--- src/rtl/mem_arbiter_pkg.sv ---
// Shared types and constants for the IFU/LSU memory-port arbiter.
// Pure declarations; no logic, no latency, no backpressure.
package mem_arb_pkg;

  localparam int AW_DEF = 64;
  localparam int DW_DEF = 64;

  typedef enum logic [1:0] {
    IDLE,
    ACCESS,
    RESP
  } state_t;

  localparam logic GNT_IFU = 1'b0;
  localparam logic GNT_LSU = 1'b1;

endpackage

--- src/rtl/mem_arbiter_if.sv ---
// Bundle of IFU, LSU and memory-port signals around the arbiter.
// Slave is the arbiter's view; master is the requesters-plus-memory view.
interface mem_arbiter_if #(
  parameter int AW = 64,
  parameter int DW = 64
);

  logic          ifu_valid;
  logic [AW-1:0] ifu_addr;
  logic          ifu_ready;
  logic          ifu_resp_valid;
  logic [DW-1:0] ifu_rdata;

  logic          lsu_valid;
  logic          lsu_wen;
  logic [AW-1:0] lsu_addr;
  logic [DW-1:0] lsu_wdata;
  logic [7:0]    lsu_mask;
  logic          lsu_ready;
  logic          lsu_resp_valid;
  logic [DW-1:0] lsu_rdata;

  logic          mem_ren;
  logic [AW-1:0] mem_raddr;
  logic [DW-1:0] mem_rdata;
  logic          mem_wen;
  logic [AW-1:0] mem_waddr;
  logic [DW-1:0] mem_wdata;
  logic [7:0]    mem_mask;

  modport slave (
    input  ifu_valid, ifu_addr,
    output ifu_ready, ifu_resp_valid, ifu_rdata,
    input  lsu_valid, lsu_wen, lsu_addr, lsu_wdata, lsu_mask,
    output lsu_ready, lsu_resp_valid, lsu_rdata,
    output mem_ren, mem_raddr, mem_wen, mem_waddr, mem_wdata, mem_mask,
    input  mem_rdata
  );

  modport master (
    output ifu_valid, ifu_addr,
    input  ifu_ready, ifu_resp_valid, ifu_rdata,
    output lsu_valid, lsu_wen, lsu_addr, lsu_wdata, lsu_mask,
    input  lsu_ready, lsu_resp_valid, lsu_rdata,
    input  mem_ren, mem_raddr, mem_wen, mem_waddr, mem_wdata, mem_mask,
    output mem_rdata
  );

endinterface

--- src/rtl/mem_arbiter_rr_arb2.sv ---
// Two-way round-robin grant (bit 0 = IFU, bit 1 = LSU); purely combinational.
// On a tie the requester that did not win last time is granted.
module rr_arb2
  import mem_arb_pkg::*;
(
  input  logic [1:0] req,
  input  logic       last_grant,
  output logic [1:0] gnt,
  output logic       gnt_id
);

  always_comb begin
    gnt    = 2'b00;
    gnt_id = last_grant;
    case (req)
      2'b01: begin
        gnt    = 2'b01;
        gnt_id = GNT_IFU;
      end
      2'b10: begin
        gnt    = 2'b10;
        gnt_id = GNT_LSU;
      end
      2'b11: begin
        if (last_grant == GNT_LSU) begin
          gnt    = 2'b01;
          gnt_id = GNT_IFU;
        end else begin
          gnt    = 2'b10;
          gnt_id = GNT_LSU;
        end
      end
      default: ;
    endcase
  end

endmodule

--- src/rtl/mem_arbiter.sv ---
// Shares one memory port between IFU and LSU, one transaction at a time.
// Accept N, strobes N+1..N+LATENCY, response N+LATENCY+1; no response backpressure.
module mem_arbiter
  import mem_arb_pkg::*;
#(
  parameter int LATENCY = 1,
  parameter int AW      = AW_DEF,
  parameter int DW      = DW_DEF
) (
  input logic          clk,
  input logic          rst,
  mem_arbiter_if.slave bus
);

  localparam logic [3:0] CNT_INIT = 4'(LATENCY - 1);

  state_t        state, state_nxt;
  logic          last_grant;
  logic          gnt_id;
  logic [1:0]    gnt;
  logic          accept;
  logic [3:0]    cnt;
  logic          req_id;
  logic          req_wen;
  logic [AW-1:0] req_addr;
  logic [DW-1:0] req_wdata;
  logic [7:0]    req_mask;
  logic [DW-1:0] ifu_rdata_q;
  logic [DW-1:0] lsu_rdata_q;

  rr_arb2 u_rr (
    .req        ({bus.lsu_valid, bus.ifu_valid}),
    .last_grant (last_grant),
    .gnt        (gnt),
    .gnt_id     (gnt_id)
  );

  always_comb begin
    state_nxt          = state;
    accept             = 1'b0;
    bus.ifu_ready      = 1'b0;
    bus.lsu_ready      = 1'b0;
    bus.mem_ren        = 1'b0;
    bus.mem_wen        = 1'b0;
    bus.ifu_resp_valid = 1'b0;
    bus.lsu_resp_valid = 1'b0;
    case (state)
      IDLE: begin
        bus.ifu_ready = gnt[0];
        bus.lsu_ready = gnt[1];
        accept        = |gnt;
        if (accept) state_nxt = ACCESS;
      end
      ACCESS: begin
        bus.mem_ren = ~req_wen;
        bus.mem_wen = req_wen;
        if (cnt == 4'd0) state_nxt = RESP;
      end
      RESP: begin
        bus.ifu_resp_valid = (req_id == GNT_IFU);
        bus.lsu_resp_valid = (req_id == GNT_LSU);
        state_nxt          = IDLE;
      end
      default: state_nxt = IDLE;
    endcase
  end

  // The request register drives the memory bus directly, so it is stable for the whole access.
  assign bus.mem_raddr = req_addr;
  assign bus.mem_waddr = req_addr;
  assign bus.mem_wdata = req_wdata;
  assign bus.mem_mask  = req_mask;
  assign bus.ifu_rdata = ifu_rdata_q;
  assign bus.lsu_rdata = lsu_rdata_q;

  always_ff @(posedge clk) begin
    if (rst) begin
      state       <= IDLE;
      cnt         <= 4'd0;
      last_grant  <= GNT_LSU;
      req_id      <= GNT_IFU;
      req_wen     <= 1'b0;
      req_addr    <= '0;
      req_wdata   <= '0;
      req_mask    <= 8'h00;
      ifu_rdata_q <= '0;
      lsu_rdata_q <= '0;
    end else begin
      state <= state_nxt;
      if (accept) begin
        last_grant <= gnt_id;
        req_id     <= gnt_id;
        cnt        <= CNT_INIT;
        if (gnt_id == GNT_LSU) begin
          req_wen   <= bus.lsu_wen;
          req_addr  <= bus.lsu_addr;
          req_wdata <= bus.lsu_wdata;
          req_mask  <= bus.lsu_mask;
        end else begin
          req_wen   <= 1'b0;
          req_addr  <= bus.ifu_addr;
          req_wdata <= '0;
          req_mask  <= 8'h00;
        end
      end else if (state == ACCESS) begin
        if (cnt != 4'd0) begin
          cnt <= cnt - 4'd1;
        end else if (req_id == GNT_IFU) begin
          ifu_rdata_q <= bus.mem_rdata;
        end else begin
          lsu_rdata_q <= req_wen ? '0 : bus.mem_rdata;
        end
      end
    end
  end

endmodule

--- src/flat_wrapper.sv ---
// flat-port wrapper written by rule: the top's interface ports become plain ports
module mem_arbiter_flat import mem_arb_pkg::*;
#(
  parameter int LATENCY = 1,
  parameter int AW      = AW_DEF,
  parameter int DW      = DW_DEF
)
  (clk, rst, bus_ifu_valid, bus_ifu_addr, bus_ifu_ready, bus_ifu_resp_valid, bus_ifu_rdata, bus_lsu_valid, bus_lsu_wen, bus_lsu_addr, bus_lsu_wdata, bus_lsu_mask, bus_lsu_ready, bus_lsu_resp_valid, bus_lsu_rdata, bus_mem_ren, bus_mem_raddr, bus_mem_wen, bus_mem_waddr, bus_mem_wdata, bus_mem_mask, bus_mem_rdata);
  mem_arbiter_if #(.AW(AW), .DW(DW)) bus_i ();
  input logic clk;
  input logic rst;
  input wire logic [$bits(bus_i.ifu_valid)-1:0] bus_ifu_valid;
  input wire logic [$bits(bus_i.ifu_addr)-1:0] bus_ifu_addr;
  output wire logic [$bits(bus_i.ifu_ready)-1:0] bus_ifu_ready;
  output wire logic [$bits(bus_i.ifu_resp_valid)-1:0] bus_ifu_resp_valid;
  output wire logic [$bits(bus_i.ifu_rdata)-1:0] bus_ifu_rdata;
  input wire logic [$bits(bus_i.lsu_valid)-1:0] bus_lsu_valid;
  input wire logic [$bits(bus_i.lsu_wen)-1:0] bus_lsu_wen;
  input wire logic [$bits(bus_i.lsu_addr)-1:0] bus_lsu_addr;
  input wire logic [$bits(bus_i.lsu_wdata)-1:0] bus_lsu_wdata;
  input wire logic [$bits(bus_i.lsu_mask)-1:0] bus_lsu_mask;
  output wire logic [$bits(bus_i.lsu_ready)-1:0] bus_lsu_ready;
  output wire logic [$bits(bus_i.lsu_resp_valid)-1:0] bus_lsu_resp_valid;
  output wire logic [$bits(bus_i.lsu_rdata)-1:0] bus_lsu_rdata;
  output wire logic [$bits(bus_i.mem_ren)-1:0] bus_mem_ren;
  output wire logic [$bits(bus_i.mem_raddr)-1:0] bus_mem_raddr;
  output wire logic [$bits(bus_i.mem_wen)-1:0] bus_mem_wen;
  output wire logic [$bits(bus_i.mem_waddr)-1:0] bus_mem_waddr;
  output wire logic [$bits(bus_i.mem_wdata)-1:0] bus_mem_wdata;
  output wire logic [$bits(bus_i.mem_mask)-1:0] bus_mem_mask;
  input wire logic [$bits(bus_i.mem_rdata)-1:0] bus_mem_rdata;
  assign bus_i.ifu_valid = bus_ifu_valid;
  assign bus_i.ifu_addr = bus_ifu_addr;
  assign bus_ifu_ready = bus_i.ifu_ready;
  assign bus_ifu_resp_valid = bus_i.ifu_resp_valid;
  assign bus_ifu_rdata = bus_i.ifu_rdata;
  assign bus_i.lsu_valid = bus_lsu_valid;
  assign bus_i.lsu_wen = bus_lsu_wen;
  assign bus_i.lsu_addr = bus_lsu_addr;
  assign bus_i.lsu_wdata = bus_lsu_wdata;
  assign bus_i.lsu_mask = bus_lsu_mask;
  assign bus_lsu_ready = bus_i.lsu_ready;
  assign bus_lsu_resp_valid = bus_i.lsu_resp_valid;
  assign bus_lsu_rdata = bus_i.lsu_rdata;
  assign bus_mem_ren = bus_i.mem_ren;
  assign bus_mem_raddr = bus_i.mem_raddr;
  assign bus_mem_wen = bus_i.mem_wen;
  assign bus_mem_waddr = bus_i.mem_waddr;
  assign bus_mem_wdata = bus_i.mem_wdata;
  assign bus_mem_mask = bus_i.mem_mask;
  assign bus_i.mem_rdata = bus_mem_rdata;
  mem_arbiter #(.LATENCY(LATENCY), .AW(AW), .DW(DW)) u_core (.clk(clk), .rst(rst), .bus(bus_i));
endmodule
--- config.mk ---
export PLATFORM = sky130hd
export DESIGN_NAME = mem_arbiter_flat
export DESIGN_NICKNAME = d
export VERILOG_FILES = /design/src/rtl/mem_arbiter_pkg.sv /design/src/rtl/mem_arbiter_if.sv /design/src/rtl/mem_arbiter_rr_arb2.sv /design/src/rtl/mem_arbiter.sv /design/src/flat_wrapper.sv
export SDC_FILE = /design/constraint.sdc
export NUM_CORES = 1
export LEC_CHECK = 0
export CORE_AREA = 10 10 229 231
export DETAILED_ROUTE_END_ITERATION = 10
export DIE_AREA = 0 0 239 241
export SLEW_MARGIN = 10
export SYNTH_ARGS = -nofsm -noshare
export SYNTH_HDL_FRONTEND = slang
export SYNTH_HIERARCHICAL = 1
export SYNTH_SLANG_ARGS = --single-unit
export TNS_END_PERCENT = 5
--- constraint.sdc ---
create_clock -name clk -period 1.83 [get_ports clk]
set_input_delay 0.4575 -clock clk [delete_from_list [all_inputs] [get_ports clk]]
set_output_delay 0.4575 -clock clk [all_outputs]
set_load 0.01 [all_outputs]
# ---- After elaboration in Yosys (flattened, before gate mapping)
# Index checks and enable logic that the tools add are counted.
dict set report totals {
  regBits 273
  inputBits 269
  output_inout_bits 334
  elab_cells 50
}
dict set report op_classes {
  n_addsub 1
  n_eq_ne 7
  n_mux 19
  bitwise_logic 4
  n_reduce_logical 9
}
# cell n
set op_table {}
lappend op_table {{$mux 64} 3}
lappend op_table {{$mux 1} 9}
lappend op_table {{$mux 8} 1}
lappend op_table {{$reduce_and 4->1} 2}
lappend op_table {{$eq 2x2->1 const B} 3}
lappend op_table {{$mux 2} 3}
lappend op_table {{$pmux 2 s3} 1}
lappend op_table {{$eq 2x1->1 const B} 2}
lappend op_table {{$logic_not 4->1} 1}
lappend op_table {{$ne 2x1->1 const B} 2}
lappend op_table {{$not 1->1} 4}
lappend op_table {{$pmux 2 s2} 1}
lappend op_table {{$reduce_and 2->1} 2}
lappend op_table {{$reduce_bool 4->1} 1}
lappend op_table {{$reduce_or 2->1} 2}
lappend op_table {{$sub 4x1->4 const B} 1}
lappend op_table {{$pmux 1 s3} 1}
lappend op_table {{$logic_not 2->1} 1}

# ---- Logic depth before layout (Yosys ltp)
dict set report logic_depth {
  ltp_word 6
  ltp_mapped 8
  mapped_depth_nobuf 5
}

# ---- Modules after synthesis
# The synthesis kept the hierarchy.
# module instances cells_each area_each_um2 seq_area_each_um2
set modules_own_cells {}
lappend modules_own_cells {mem_arbiter 1 1150 11184.5 5465.2}
lappend modules_own_cells {rr_arb2 1 5 28.8 0.0}

# ---- Worst setup path before layout
# OpenSTA, ideal clock, no wires.
dict set report synth_path {
  path_type {input port to flip-flop}
  from {input port bus_lsu_valid}
  to {register u_core.req_mask[0], in the netlist u_core/bus.mem_mask[0]}
  setup_ns 0.117
  arrival_ns 1.637
  required_ns 1.713
  path_slack_ns 0.077
  cell_stages 8
  path_cell_list {nand2b_1 -> and2_1 -> or2_0 -> buf_2 -> and4_1 -> buf_4 -> buf_6 -> a22o_1}
}
dict set report synth_via {
  elab_chain_cells 4
  word_cells_on_any_way 8
  cone_classes {eq/ne (3); mux (4); reduce/logical (1)}
}
# item line_no
set synth_lines {}
lappend synth_lines {{from (decl)} flat_wrapper.sv:17} ;# input wire logic [$bits(bus_i.lsu_valid)-1:0] bus_lsu_valid;
lappend synth_lines {{$eq 2x2->1 / $eq 2x1->1 (equally long branches)} mem_arbiter_rr_arb2.sv:15} ;# case (req)
lappend synth_lines {{$pmux 2 s3 *} mem_arbiter_rr_arb2.sv:15}
lappend synth_lines {{via u_core.gnt[0]} mem_arbiter.sv:20} ;# logic [1:0] gnt;
lappend synth_lines {{$reduce_or 2->1 *} mem_arbiter.sv:51} ;# accept = |gnt;
lappend synth_lines {{$mux 1 *} mem_arbiter.sv:47} ;# case (state)
lappend synth_lines {{to (signal assigned)} mem_arbiter.sv:98} ;# req_mask <= bus.lsu_mask;
lappend synth_lines {{to (decl)} mem_arbiter.sv:27} ;# logic [7:0] req_mask;
# Mark *: on every way through the listed nets, which the timed path passes. The rest lies on a longest branch.
# A chain may end at the register's enable or synchronous reset.

# ---- Worst setup path in the final report
dict set report layout_path {
  from {input port bus_lsu_valid}
  to {output port bus_ifu_ready}
}
dict set report layout_via {
  elab_chain_cells 3
  word_cells_on_any_way 5
  cone_classes {eq/ne (3); mux (2)}
}
# item line_no
set layout_lines {}
lappend layout_lines {{$eq 2x2->1 / $eq 2x1->1 (equally long branches)} mem_arbiter_rr_arb2.sv:15}
lappend layout_lines {{$pmux 2 s3 *} mem_arbiter_rr_arb2.sv:15}
lappend layout_lines {{via u_core.gnt[0]} mem_arbiter.sv:20}
lappend layout_lines {{$mux 1 *} mem_arbiter.sv:47}
lappend layout_lines {{to (decl)} flat_wrapper.sv:14} ;# output wire logic [$bits(bus_i.ifu_ready)-1:0] bus_ifu_ready;
# Marks and branches as above.

==> flow_metrics.tcl <==
set metrics [dict create \
    violations "negative setup slack" \
    cts.sinks 273 \
    synth_area_mm2 0.01121 \
    place_area_mm2 0.01753 \
    layout.cells.non_filler 2306 \
    grt_overflow 0 \
    vias 10680 \
    pwr-share-comb 0.247 \
    critPathTopFamily "buffers and inverters" \
    start_util 0.2358 \
    grt_pass1_wl_mm 72.27 \
    post-route-period-util 1.076 \
    critPathRequiredTime_ps 1370 \
    crit_top_cell "and2_4" \
    ios 603 \
    power_leakage_nw 8.121 \
    ys.flop_type "dfxtp_1" \
    ys_async_sr_fraction 0 \
    setup_ws_ps -138.2 \
    drt-initial-drc-count 547 \
    syn2layout_area_growth_pct 63.17 \
    rsz0062_at_grt "true" \
    crit_buf_inv 2 \
    drive_above_1_share 0.08757 \
    antenna_found_initial 1 \
    powerDensity_mw_per_mm2 942.2 \
    nFillCells 4833 \
    clk_latency_ps 560 \
    cpPeakStageDelay_ps 540 \
    syn_avg_cell_area_um2 9.708 \
    peakVddDrop_v 0.0006327 \
    portBuffers 602 \
    start_kind "input pin" \
    wl_per_cell_um 21.62 \
    htree_levels 1 \
    post-dp-hpwl_mm 37.81 \
    rows 80 \
    path_cells "clkdlybuf4s50_1 -> nand2b_4 -> and2_4 -> and2_4 -> buf_6" \
    endpoint_kind "output port" \
    clk_pin_slew_ps 60 \
    switching_share 0.2913 \
    hold_class "input pin to flop" \
    synth.distinct_cells 37 \
    gp_congestion 0.8382 \
    synth-edff-count 0 \
    grt_max_degree 73 \
    vias_per_cell 4.629 \
    clock_skew_ps 5.376 \
    pwr-share-seq 0.396 \
    core_mm2 0.04755 \
    drtPass1Iterations 5 \
    status "finished, violations left" \
    crit_fanout 3 \
    die-area_mm2 0.05760 \
    fmax_ghz 0.5081 \
    synth_cells 1155 \
    place_inst 2246 \
    cts_tree "yes" \
    cts-root-buf "clkbuf_16" \
    first_global_vias 11120 \
    pwr-share-clk 0.356 \
    fin_area_mm2 0.01830 \
    period_needed_ps 1968 \
    drc_errors 0 \
    ys_seq_elements 273 \
    setup_viol 5 \
    fin_nets 1938 \
    dieWidth_um 239 \
    tns_ps -317.0 \
    cts_made_buffers 30 \
    postRouteWirelength_mm 49.85 \
    final_cell_mix "dlygate4sd2_1 (324), clkdlybuf4s50_1 (267), dfxtp_1 (264)" \
    worst_ep_arrival_time_ps 1510 \
    die_h_um 241 \
    synth_fp_nets 1425 \
    finalMaxSlewViolations 0 \
    post-route-util 0.3848 \
    hold_viol_final 0 \
    cap_violations 0 \
    power.internal_mw 12.22 \
    gr-usage-all-layers 0.1612 \
    clk_path_buf_depth 3 \
    critical_path_class "input pin to output port" \
    worst_pin_slew_ps 772.9 \
    ant_nets 0 \
    seq_area_frac_synth 0.4874 \
    slowest_stage "clkdlybuf4s50_1" \
    yosysWarnings 6 \
    relSlewSlack 0.4847 \
    power.switching_mw 5.022 \
    final_common_cell "dlygate4sd2_1" \
]
## tightest hold or removal path: stages
cell     delay, ps
buf_4          150
inv_4           50
buf_12         160
nand3_1         80
## cell type report
type                    count  area [um2]  share of cell area
repair buffers            661        6342              0.3466
flip-flops and latches    273        5479              0.2995
multi-input cells         696        4674              0.2555
clock buffers              45       908.4             0.04965
well taps                 615       769.5             0.04206
clock inverters             9       95.09            0.005197
inverters                   6       25.02            0.001368
diodes                      1       2.502           0.0001368
## sequential cells by signal, summed over array words and instances (netlist names)
signal / flops
u_core/last_grant: 1
u_core/bus.ifu_rdata: 64
u_core/bus.mem_mask: 8
u_core/bus.lsu_rdata: 64
u_core/req_id: 1
u_core/req_wen: 1
u_core/bus.mem_raddr: 64
u_core/cnt: 4
u_core/bus.mem_wdata: 64
u_core/state: 2
## Yosys cell counts (8+ instances only)
library cell / count / share of area
buf_2: 46 / 0.021
a21oi_1: 133 / 0.059
clkbuf_1: 47 / 0.016
nand2_1: 128 / 0.043
a211oi_1: 64 / 0.043
buf_4: 69 / 0.046
a22o_1: 73 / 0.057
buf_6: 8 / 0.0080
nand4_1: 64 / 0.036
dfxtp_1: 273 / 0.49
mux2i_1: 128 / 0.11
o21ai_0: 72 / 0.032
## timing repair
item                       4_1_cts  5_1_grt
hold buffers                     0        0
setup endpoints to repair      470      108
buffers inserted                 4        2
pin swaps                        4        5
gates resized for setup        388       17
## metrics by stage
stage               hold slack, ps  total power, mW  worst slack (ps)
floorplan                    462.8            9.120             76.66
global route                 391.1            18.04            -169.0
detailed placement           449.3            11.69            -685.0
global placement             442.7            11.66            -609.8
CTS                          371.2            17.48            -191.7
finish                       380.7            17.24            -138.2
## cell families (layout without fill, tap and decap cells)
group,after synthesis,count (layout),share of synthesized area
adder cells (fa/ha/maj),1,1,0.001116
other,0,1,0
AND/OR/NAND/NOR,222,222,0.09708
buffers and inverters,186,721,0.1060
AO/OA/AOI/OAI,345,345,0.1942
flip-flops,273,273,0.4874
multiplexers,128,128,0.1143
## worst paths after layout
kind / startpoint / to / slack (ps) / cells after the start
setup / recovery: bus_lsu_valid / bus_ifu_ready / -140 / 5
hold / removal: rst / u_core/last_grant / 380 / 4
setup reg to reg: u_core/last_grant / u_core/bus.mem_wdata[2] / 30 / 6
hold reg to reg: u_core/bus.ifu_rdata[35] / u_core/bus.ifu_rdata[35] / 450 / 2
## power groups by stage
stage | clock, mW | combinational, mW | sequential (mW)
floorplan | 0 | 2.04 | 7.08
detailed placement | 0 | 4.72 | 6.96
CTS | 6.33 | 4.31 | 6.84
global route | 6.56 | 4.58 | 6.89
global placement | 0 | 4.70 | 6.97
finish | 6.14 | 4.26 | 6.83
## metal layers
metal | part of all wire | global-route usage | vias to the layer above
met5 | 0 | 0 | -
met1 | 0.39 | 0.1867 | 5069
met2 | 0.51 | 0.2836 | 430
met3 | 0.079 | 0.04540 | 54
met4 | 0.023 | 0.04881 | 0
li1 | - | - | 5122
(Power assumes the default switching activity.)
